`config.mk`:
```
export PLATFORM = sky130hd
export DESIGN_NAME = shift_seq_ctrl_flat
export DESIGN_NICKNAME = d
export VERILOG_FILES = /design/src/rtl/shift_seq_ctrl_if.sv /design/src/rtl/shift_seq_ctrl.sv /design/src/flat_wrapper.sv
export SDC_FILE = /design/constraint.sdc
export NUM_CORES = 1
export LEC_CHECK = 0
export CAP_MARGIN = 20
export CORE_AREA = 2 2 63 65
export DETAILED_ROUTE_END_ITERATION = 6
export DIE_AREA = 0 0 65 67
export GPL_TIMING_DRIVEN = 0
export PLACE_DENSITY_LB_ADDON = 0.05
export SLEW_MARGIN = 20
export SYNTH_ARGS = -nofsm -noshare
export SYNTH_HDL_FRONTEND = slang
export SYNTH_SLANG_ARGS = --single-unit
export TNS_END_PERCENT = 5
```
`constraint.sdc`:
```
create_clock -name clk -period 3.5 [get_ports clk]
set_input_delay 0.35 -clock clk [delete_from_list [all_inputs] [get_ports clk]]
set_output_delay 0.35 -clock clk [all_outputs]
set_load 0.01 [all_outputs]
```
`src/rtl/shift_seq_ctrl_if.sv`:
```
// Request/response bundle between the issue stage, the shift sequencer and writeback.
// Master drives requests and consumes responses; slave is the sequencer.
interface shift_seq_ctrl_if #(
    parameter int L1 = 8,
    parameter int L2 = 8
);
    logic          req_valid;
    logic          req_ready;
    logic [1:0]    op;
    logic [L1-1:0] in1;
    logic [L2-1:0] in2;
    logic          resp_valid;
    logic          resp_ready;
    logic [L1-1:0] out;
    logic          err;

    modport master (
        output req_valid, op, in1, in2, resp_ready,
        input  req_ready, resp_valid, out, err
    );

    modport slave (
        input  req_valid, op, in1, in2, resp_ready,
        output req_ready, resp_valid, out, err
    );
endinterface

```
`src/rtl/shift_seq_ctrl.sv`:
```
// Multi-cycle shift sequencer: shifts up to MAXSTEP positions per cycle until the amount is consumed.
// Optional macro SHIFT_SEQ_CTRL_FAST_CLAMP_EN resolves amounts >= L1 directly to DONE.
module shift_seq_ctrl #(
    parameter int L1      = 8,
    parameter int L2      = 8,
    parameter int MAXSTEP = 4
) (
    input logic             clk,
    input logic             rst,
    shift_seq_ctrl_if.slave bus
);
    localparam int CW = $clog2(L1 + 1);
    localparam int WC = (L2 > 32) ? L2 : 32;

    typedef enum logic [1:0] {
        IDLE  = 2'd0,
        SHIFT = 2'd1,
        DONE  = 2'd2
    } state_t;

    state_t        state, state_n;
    logic [L1-1:0] data_q;
    logic [L1-1:0] out_q;
    logic [CW-1:0] rem_q;
    logic [1:0]    op_q;
    logic          err_q;

    logic [CW-1:0] eff_in;
    logic [CW-1:0] step;
    logic [CW-1:0] rem_n;
    logic [L1-1:0] data_n;
    logic          direct_done;
    logic [L1-1:0] direct_out;

    // Clamp is evaluated at full amount width so large in2 values never alias after truncation.
    function automatic logic [CW-1:0] clamp_amt(input logic [L2-1:0] amt);
        logic [WC-1:0] w;
        w = WC'(amt);
        if (w >= WC'(L1)) return CW'(L1);
        return CW'(amt);
    endfunction

    function automatic logic [CW-1:0] step_amt(input logic [CW-1:0] rem);
        logic [CW-1:0] ms;
        ms = CW'(MAXSTEP);
        return (rem < ms) ? rem : ms;
    endfunction

    // SRA relies on the data MSB staying equal to the latched operand sign across steps.
    function automatic logic [L1-1:0] shift_by(input logic [1:0] o, input logic [L1-1:0] d,
                                                input logic [CW-1:0] n);
        logic signed [L1-1:0] sd;
        sd = $signed(d) >>> n;
        case (o)
            2'b00:   return d >> n;
            2'b01:   return d << n;
            default: return $unsigned(sd);
        endcase
    endfunction

    always_comb begin
        eff_in      = clamp_amt(bus.in2);
        step        = step_amt(rem_q);
        rem_n       = rem_q - step;
        data_n      = shift_by(op_q, data_q, step);
        direct_done = (bus.op == 2'b11) || (eff_in == '0);
        direct_out  = bus.in1;
`ifdef SHIFT_SEQ_CTRL_FAST_CLAMP_EN
        if ((bus.op != 2'b11) && (WC'(bus.in2) >= WC'(L1))) begin
            direct_done = 1'b1;
            direct_out  = (bus.op == 2'b10) ? {L1{bus.in1[L1-1]}} : '0;
        end
`endif
    end

    always_ff @(posedge clk) begin
        if (rst) state <= IDLE;
        else     state <= state_n;
    end

    always_comb begin
        state_n = state;
        case (state)
            IDLE:    if (bus.req_valid) state_n = direct_done ? DONE : SHIFT;
            SHIFT:   if (rem_n == '0) state_n = DONE;
            DONE:    if (bus.resp_ready) state_n = IDLE;
            default: state_n = IDLE;
        endcase
    end

    always_ff @(posedge clk) begin
        if (rst) begin
            data_q <= '0;
            out_q  <= '0;
            rem_q  <= '0;
            op_q   <= '0;
            err_q  <= 1'b0;
        end else begin
            case (state)
                IDLE: begin
                    if (bus.req_valid) begin
                        op_q   <= bus.op;
                        data_q <= bus.in1;
                        rem_q  <= eff_in;
                        err_q  <= (bus.op == 2'b11);
                        if (direct_done) out_q <= direct_out;
                    end
                end
                SHIFT: begin
                    data_q <= data_n;
                    rem_q  <= rem_n;
                    if (rem_n == '0) out_q <= data_n;
                end
                default: ;
            endcase
        end
    end

    // err is gated by DONE so a stale flag never leaks outside a response.
    always_comb begin
        bus.req_ready  = (state == IDLE);
        bus.resp_valid = (state == DONE);
        bus.err        = (state == DONE) && err_q;
        bus.out        = out_q;
    end
endmodule

```
`src/flat_wrapper.sv`:
```
// flat-port wrapper written by rule: the top's interface ports become plain ports
module shift_seq_ctrl_flat 
#(
    parameter int L1      = 8,
    parameter int L2      = 8,
    parameter int MAXSTEP = 4
)
  (clk, rst, bus_req_valid, bus_op, bus_in1, bus_in2, bus_resp_ready, bus_req_ready, bus_resp_valid, bus_out, bus_err);
  shift_seq_ctrl_if #(.L1(L1), .L2(L2)) bus_i ();
  input logic clk;
  input logic rst;
  input wire logic [$bits(bus_i.req_valid)-1:0] bus_req_valid;
  input wire logic [$bits(bus_i.op)-1:0] bus_op;
  input wire logic [$bits(bus_i.in1)-1:0] bus_in1;
  input wire logic [$bits(bus_i.in2)-1:0] bus_in2;
  input wire logic [$bits(bus_i.resp_ready)-1:0] bus_resp_ready;
  output wire logic [$bits(bus_i.req_ready)-1:0] bus_req_ready;
  output wire logic [$bits(bus_i.resp_valid)-1:0] bus_resp_valid;
  output wire logic [$bits(bus_i.out)-1:0] bus_out;
  output wire logic [$bits(bus_i.err)-1:0] bus_err;
  assign bus_i.req_valid = bus_req_valid;
  assign bus_i.op = bus_op;
  assign bus_i.in1 = bus_in1;
  assign bus_i.in2 = bus_in2;
  assign bus_i.resp_ready = bus_resp_ready;
  assign bus_req_ready = bus_i.req_ready;
  assign bus_resp_valid = bus_i.resp_valid;
  assign bus_out = bus_i.out;
  assign bus_err = bus_i.err;
  shift_seq_ctrl #(.L1(L1), .L2(L2), .MAXSTEP(MAXSTEP)) u_core (.clk(clk), .rst(rst), .bus(bus_i));
endmodule
```
* Word level (Yosys, flattened, before mapping)
Cells that the tools add are included.
** Cells by class
- Add/sub/neg operators :: 1
- Order comparisons :: 2
- Equality and inequality tests :: 8
- Shifts and indexed selects :: 3
- Muxes and demuxes :: 18
- Reductions and logical operators :: 11
** Operators by type and width (count)
- $pmux W8 S2 :: 3
- $mux W8 :: 4
- $mux W4 :: 4
- $ge A8 B4 Y1 const B :: 1
- $logic_not A4 Y1 :: 2
- $mux W2 :: 4
- $pmux W4 S2 :: 1
- $shl A8 B4 Y8 :: 1
- $shr A8 B4 Y8 :: 1
- $sshr A8 B4 Y8 :: 1
- $pmux W2 S3 :: 1
- $eq A2 B1 Y1 const B :: 2
- $eq A2 B2 Y1 const B :: 2
- $logic_not A2 Y1 :: 2
- $lt A4 B3 Y1 const B :: 1
- $ne A2 B1 Y1 const B :: 2
- $ne A2 B2 Y1 const B :: 2
- $reduce_and A2 Y1 :: 2
- $reduce_and A4 Y1 :: 1
- $sub A4 B4 Y4 :: 1
- $reduce_and A3 Y1 :: 1
- $reduce_bool A2 Y1 :: 1
- $logic_and A1 B1 Y1 :: 1
- $logic_or A1 B1 Y1 :: 1
- $mux W1 :: 1
** Word-level totals
- Flip-flop bits (word level) :: 25
- Input bits :: 22
- Word-level logic and storage cells :: 49

* Logic depth before layout (Yosys ltp)
Gate-level depths: netlist of the first run.
- Word-level depth :: 8
- Depth in mapped cells :: 10

* Worst setup path before layout of the first run
OpenSTA, ideal clock, no wires.
- Kind :: register to register
- Start :: register u_core.rem_q[1]
- End :: register u_core.out_q[0] (netlist: u_core.bus.out[0])
- Setup time :: 0.071 ns
- Data arrival time :: 2.439 ns
- Required time :: 3.429 ns
- Path slack :: 0.990 ns
- Stages on the path, launching flop included :: 11
- Path buffers :: 3
- Period minus slack after synthesis :: 2.510 ns
- Cell sequence :: dfxtp_1 > buf_6 > buf_2 > buf_2 > nand2_1 > ha_1 > or4b_4 > o2111a_2 > nor4_4 > o211ai_1 > a21oi_1
** On the way
- Longest elaborated chain between the ends :: 6
** Ends and longest elaborated chain
- from (decl) :: line shift_seq_ctrl.sv:24 : logic [CW-1:0] rem_q;
- from (signal assigned) :: line shift_seq_ctrl.sv:104 : rem_q <= eff_in;
- from (signal assigned) :: line shift_seq_ctrl.sv:111 : rem_q <= rem_n;
- $lt A4 B3 Y1 :: line shift_seq_ctrl.sv:46 : return (rem < ms) ? rem : ms;
- $mux W4 :: line shift_seq_ctrl.sv:46
- $sub A4 B4 Y4 (tied with other cells) :: line shift_seq_ctrl.sv:64 : rem_n = rem_q - step;
- $logic_not A4 Y1 or $pmux W8 S2 (tied branches) :: line shift_seq_ctrl.sv:112, shift_seq_ctrl.sv:54
- $ne A2 B1 Y1 (no line) or $mux W8 (tied branches)
- $reduce_and A4 Y1 (no line) or $pmux W8 S2 (tied branches)
- to (signal assigned) :: line shift_seq_ctrl.sv:106 : if (direct_done) out_q <= direct_out;
- to (signal assigned) :: line shift_seq_ctrl.sv:112 : if (rem_n == '0) out_q <= data_n;
- to (decl) :: line shift_seq_ctrl.sv:23 : logic [L1-1:0] out_q;
Parallel ways exist; a longest one is shown, timed or not. The select of a mux whose other input is x is not followed.
A chain may end at the register's enable or synchronous reset.

* Worst setup path in the final report of the first run
Ends and elaborated chain as after synthesis.

==> flow_metrics.tcl, run 1 <==
set metrics [dict create \
    path_common_cell "buf_2" \
    h-tree-depth 1 \
    drt_iter0_markers 182 \
    crit_path_cell_trace "buf_6, buf_2, buf_2, nand2_1, ha_1, or4b_4, o2111a_2, nor4_4, o211ai_1, a21oi_1" \
    synth.avg_cell_area_um2 7.74 \
    skew_ps 2.28 \
    post_cts_resized 0 \
    num_rows 22 \
    ios 33 \
    post-cts-setup-buffers 0 \
    setup_tns_ps 0 \
    slowest_delay_ps 530 \
    grt_max_degree 16 \
    clock-root-buffer "clkbuf_8" \
    yosysWarnings 0 \
    grt_pass1_vias 1773 \
    cp_slowest_cell "nor4_4" \
    drive_gt1_frac 0.0846 \
    tightest_slew_ps 546 \
    post_drt_wl_per_cell_um 16.5 \
    ys_seq_elements 25 \
    max_freq_mhz 332 \
    arrival_ps 3220 \
    cts.sinks 25 \
    routabilityCongestion 0.909 \
    hold_ws_ps 463 \
    port-buffer-count 32 \
    synth_area_leaders "dfxtp_1, a211oi_1, a21oi_1" \
    grt_pass1_wl_mm 8.53 \
    critPathTopFamily "simple AND/OR/NAND/NOR gates" \
    status "complete, no violations" \
    netlist_area_mm2 0.00183 \
    relSlewSlack 0.633 \
    critical_path_class "flip-flop to flip-flop" \
    via_per_inst 6.11 \
    clk_pin_slew_ps 90 \
    peakVddDrop_v 0.000250 \
    drc 0 \
    cts_buffers 3 \
    final_cell_mix "clkdlybuf4s50_1, dfxtp_1, nor2_1, nand2_1, a21oi_1" \
    drv_cap 0 \
    finalHoldViolCount 0 \
    cts.path.max_buffers 2 \
    start_util 0.506 \
    nFillCells 337 \
    die_w_um 65 \
    antenna_found_initial 0 \
    synth_area_leader_cell "dfxtp_1" \
    final_net_count 296 \
    crit_buf_inv 3 \
    ys_seq_area_frac 0.274 \
    vias 1956 \
    core-area_mm2 0.00361 \
    finalMaxSlewViolations 0 \
    ant_nets 0 \
    n_antenna_cell 0 \
    ys.flop_type "dfxtp_1" \
    hp-class "flip-flop to flip-flop" \
    cp-start-kind "flip-flop" \
    synthesis.nets 259 \
    drt-total-wl_mm 5.28 \
    finalSetupViolCount 0 \
    critPathCaptureType "flip-flop" \
    synth_edf_count 0 \
    synth.distinct_cells 53 \
    rsz0062_at_grt "no" \
    dieArea_mm2 0.00436 \
    clock_latency_ps 280 \
    worstPathMaxFanout 10 \
    required_ps 3710 \
    hpwl_mm 3.96 \
    yosys.area.top_type_share 0.274 \
    async_flop_share 0 \
    p_leak_nw 0.752 \
    postSynthCellCount 236 \
    powerDensity_mw_per_mm2 433 \
    overflow 0 \
    synthToLayoutAreaGrowth_pct 23.5 \
    grt_usage 0.254 \
    dr.pass1.iters 4 \
    fp.dieH_um 67 \
    hold_buffers 0 \
    final_common_cell "clkdlybuf4s50_1" \
    cts_tree "built" \
    min_period_over_period 0.860 \
    post-route-min-period_ps 3010 \
]
registers in the layout, indices dropped and copies added (netlist names):
signal and flops:
u_core.rem_q 4, u_core.state 2, u_core.err_q 1, u_core.bus.out 8, u_core.op_q 2, u_core.data_q 8
per-stage QoR:
step	setup slack [ps]	utilization	area (um2)	power, mW	instances
detailed placement	568	0.612	2210	0.795	316
floorplan	990	-	1830	0.644	236
CTS	532	0.625	2250	0.976	320
global placement	576	0.612	2210	0.794	316
global route	261	0.625	2250	1.04	320
finish	490	0.625	2250	0.977	320
cell families (layout without fill, tap and decap cells):
group                    after synthesis  count (layout)  synth area share
AO/OA/AOI/OAI                         79              79             0.297
adder cells (fa/ha/maj)                2               2            0.0123
buffers and inverters                 26              62            0.0610
flip-flops                            25              25             0.274
multiplexers                          14              14            0.0932
other                                  1               1           0.00205
AND/OR/NAND/NOR                       89              89             0.260
worst register-to-register path: stages (launching register included):
cell and delay (ps):
dfxtp_1 330, buf_6 120, buf_2 250, buf_2 290, nand2_1 100, ha_1 240, or4b_4 490, o2111a_2 180
nor4_4 530, o211ai_1 240, a21oi_1 170
cells in the mapped netlist (all sizes together), types with 2 or more instances:
cell type,n
a2111oi,4
mux2i,8
nor3,10
nand2b,4
a211oi,12
buf,6
a21oi,16
nor4,2
inv,4
a311oi,2
nand2,18
or2,2
a31oi,2
dfxtp,25
clkbuf,15
mux2,4
o21a,2
o31ai,2
nor3b,3
o41ai,2
nor2,21
and2,3
nand3,9
o211ai,5
o21ai,13
a22oi,3
nor2b,9
o22ai,5
or4,3
mux4,2
worst paths after layout:
check | to | slack, ps | startpoint | depth (start not counted)
setup / recovery | u_core.bus.out[0] | 490 | u_core.rem_q[1] | 10
hold / removal | u_core.err_q | 460 | u_core.err_q | 2
setup reg to reg | u_core.bus.out[0] | 490 | u_core.rem_q[1] | 10
hold reg to reg | u_core.err_q | 460 | u_core.err_q | 2
layer usage:
metal,global-route usage,part of all wire
met1,0.327,0.43
met2,0.450,0.48
met3,0.0287,0.076
met4,0.0638,0.0098
met5,0,0
final cells by class:
class / instances / area [um2] / area share
multi-input combinational: 185 / 1210 / 0.538
sequential: 25 / 500 / 0.222
timing repair buffer: 32 / 320 / 0.142
buffer: 21 / 92.6 / 0.0411
tap: 48 / 60.1 / 0.0266
clock buffer: 3 / 41.3 / 0.0183
inverter: 5 / 18.8 / 0.00832
clock inverter: 1 / 7.51 / 0.00333
report_power, final:
part | internal [mW] | switching [mW] | leakage (nW)
combinational | 0.188 | 0.248 | 0.524
clock | 0.0809 | 0.101 | 0.0217
sequential | 0.326 | 0.0340 | 0.206
total | 0.595 | 0.382 | 0.752
Power figures use the tool's default switching activity.
==> inputs of run 2 (changes only) <==
CORE_AREA = 2 2 61 63   (was 2 2 63 65)
CTS_BUF_LIST = sky130_fd_sc_hd__clkbuf_4 sky130_fd_sc_hd__clkbuf_8   (was not set)
DIE_AREA = 0 0 63 65   (was 0 0 65 67)
DONT_BUFFER_PORTS = 1   (was not set)
==> run 2 against run 1 <==
  * Final area is 15% lower
  * Non-clock buffer count is 32 lower
  * Final cell count is 10% lower
  * Largest cell class unchanged
  * Count of clock-buffer cells in the layout stayed put
  * Sequential power is 3% higher
==> flow_metrics.tcl, run 2 (synthesized netlist as in run 1, its figures left out) <==
set metrics [dict create \
    status "complete, no violations" \
    n_antenna_cell 0 \
    peakVddDrop_v 0.000222 \
    rsz0062_at_grt "no" \
    met1_usage 0.334 \
    max_freq_mhz 338 \
    fp.dieH_um 65 \
    finalMaxSlewViolations 0 \
    port-buffer-count 0 \
    h-tree-depth 1 \
    drv_cap 0 \
    grt_max_degree 16 \
    p_sw_frac 0.421 \
    worstPathMaxFanout 10 \
    vias 1888 \
    drt_iter0_markers 174 \
    grt_usage 0.264 \
    die_w_um 63 \
    p_int_mw 0.506 \
    tightest_slew_ps 554 \
    hpwl_mm 3.96 \
    grt_pass1_vias 1825 \
    clock_latency_ps 330 \
    cts.path.max_buffers 2 \
    num_rows 22 \
    start_util 0.522 \
    finalHoldViolCount 0 \
    hp-class "primary input to flip-flop" \
    finalSetupViolCount 0 \
    final_cell_mix "dfxtp_1, nor2_1, nand2_1, a21oi_1, clkbuf_1" \
    nFillCells 367 \
    cp-start-kind "flip-flop" \
    post-route-min-period_ps 2960 \
    post_cts_resized 0 \
    post-cts-setup-buffers 0 \
    cts_buffers 3 \
    synthToLayoutAreaGrowth_pct 4.94 \
    antenna_found_initial 0 \
    p_seq_frac 0.423 \
    critical_path_class "flip-flop to flip-flop" \
    power_mw 0.874 \
    arrival_ps 3210 \
    setup_tns_ps 0 \
    busiest_layer "met2" \
    grt_pass1_wl_mm 8.59 \
    relSlewSlack 0.628 \
    skew_ps 9.27 \
    dr.pass1.iters 4 \
    clk_pin_slew_ps 150 \
    core-area_mm2 0.00350 \
    combPwrFrac 0.418 \
    final_net_count 264 \
    placed_area_mm2 0.00189 \
    hold_buffers 0 \
    cts.sinks 25 \
    dieArea_mm2 0.00410 \
    clock-root-buffer "clkbuf_4" \
    drc 0 \
    drive_gt1_frac 0.0958 \
    via_per_inst 6.56 \
    overflow 0 \
    use_met3 0.0417 \
    drt-total-wl_mm 5.20 \
    final_common_cell "dfxtp_1" \
    critPathLaunch "u_core.rem_q[1]" \
    cts_tree "built" \
    clkPwrFrac 0.159 \
    required_ps 3750 \
    post_drt_wl_per_cell_um 18.0 \
    powerDensity_mw_per_mm2 456 \
    p_leak_nw 0.623 \
    p_switching_mw 0.368 \
    critPathCaptureType "flip-flop" \
    routabilityCongestion 0.885 \
    use_met2 0.453 \
    final_cell_area_mm2 0.00192 \
    min-delay-start "bus_op[1]" \
    ant_nets 0 \
    min_period_over_period 0.846 \
    r2r-start "u_core.rem_q[1]" \
    ios 33 \
]
==> run 2: worst paths after layout <==
path / to / slack, ps / cells past startpoint
worst min register to register: u_core.err_q / 470 / 2
worst max register to register: u_core.bus.out[1] / 540 / 10
worst max-delay path: u_core.bus.out[1] / 540 / 10
worst min-delay path: u_core.op_q[1] / 140 / 2
==> run 2: cell type report <==
class / instances / area [um2] / share of cell area
Multi-Input combinational cell: 185 / 1210 / 0.634
Tap cell: 48 / 60.1 / 0.0314
Clock inverter: 1 / 7.51 / 0.00392
Inverter: 5 / 18.8 / 0.00980
Clock buffer: 3 / 22.5 / 0.0118
Buffer: 21 / 92.6 / 0.0483
Sequential cell: 25 / 500 / 0.261
==> run 2: power by group through the flow <==
| stage | Clock, mW | Sequential [mW] | Combinational (mW) |
|---|---|---|---|
| 2_1_floorplan | 0 | 0.364 | 0.280 |
| 3_3_place_gp | 0 | 0.375 | 0.352 |
| 3_5_place_dp | 0 | 0.376 | 0.359 |
| 4_1_cts | 0.142 | 0.370 | 0.360 |
| 5_1_grt | 0.151 | 0.375 | 0.400 |
| 6_report | 0.139 | 0.370 | 0.365 |
==> run 2: through the flow <==
step | setup slack (ps) | instances | hold slack [ps] | util
global route | 409 | 288 | 155 | 0.548
finish | 539 | 288 | 144 | 0.548
CTS | 560 | 288 | 151 | 0.548
global placement | 688 | 284 | 446 | 0.539
detailed placement | 594 | 284 | 446 | 0.539
floorplan | 990 | 236 | 432 | -
==> run 2: critical path, cell delays in order, from the launching register on <==
cell	delay (ps)
dfxtp_1	350
buf_6	120
buf_2	240
buf_2	300
nand2_1	90
ha_1	240
or4b_4	490
o2111a_2	180
nor4_4	540
nor2_1	80
a211oi_1	230
==> run 2: metal layers <==
metal / vias to the layer above / routed length (um)
met4: 0 / 63
met1: 899 / 2170
met5: - / 0
li1: 901 / -
met2: 82 / 2570
met3: 6 / 393
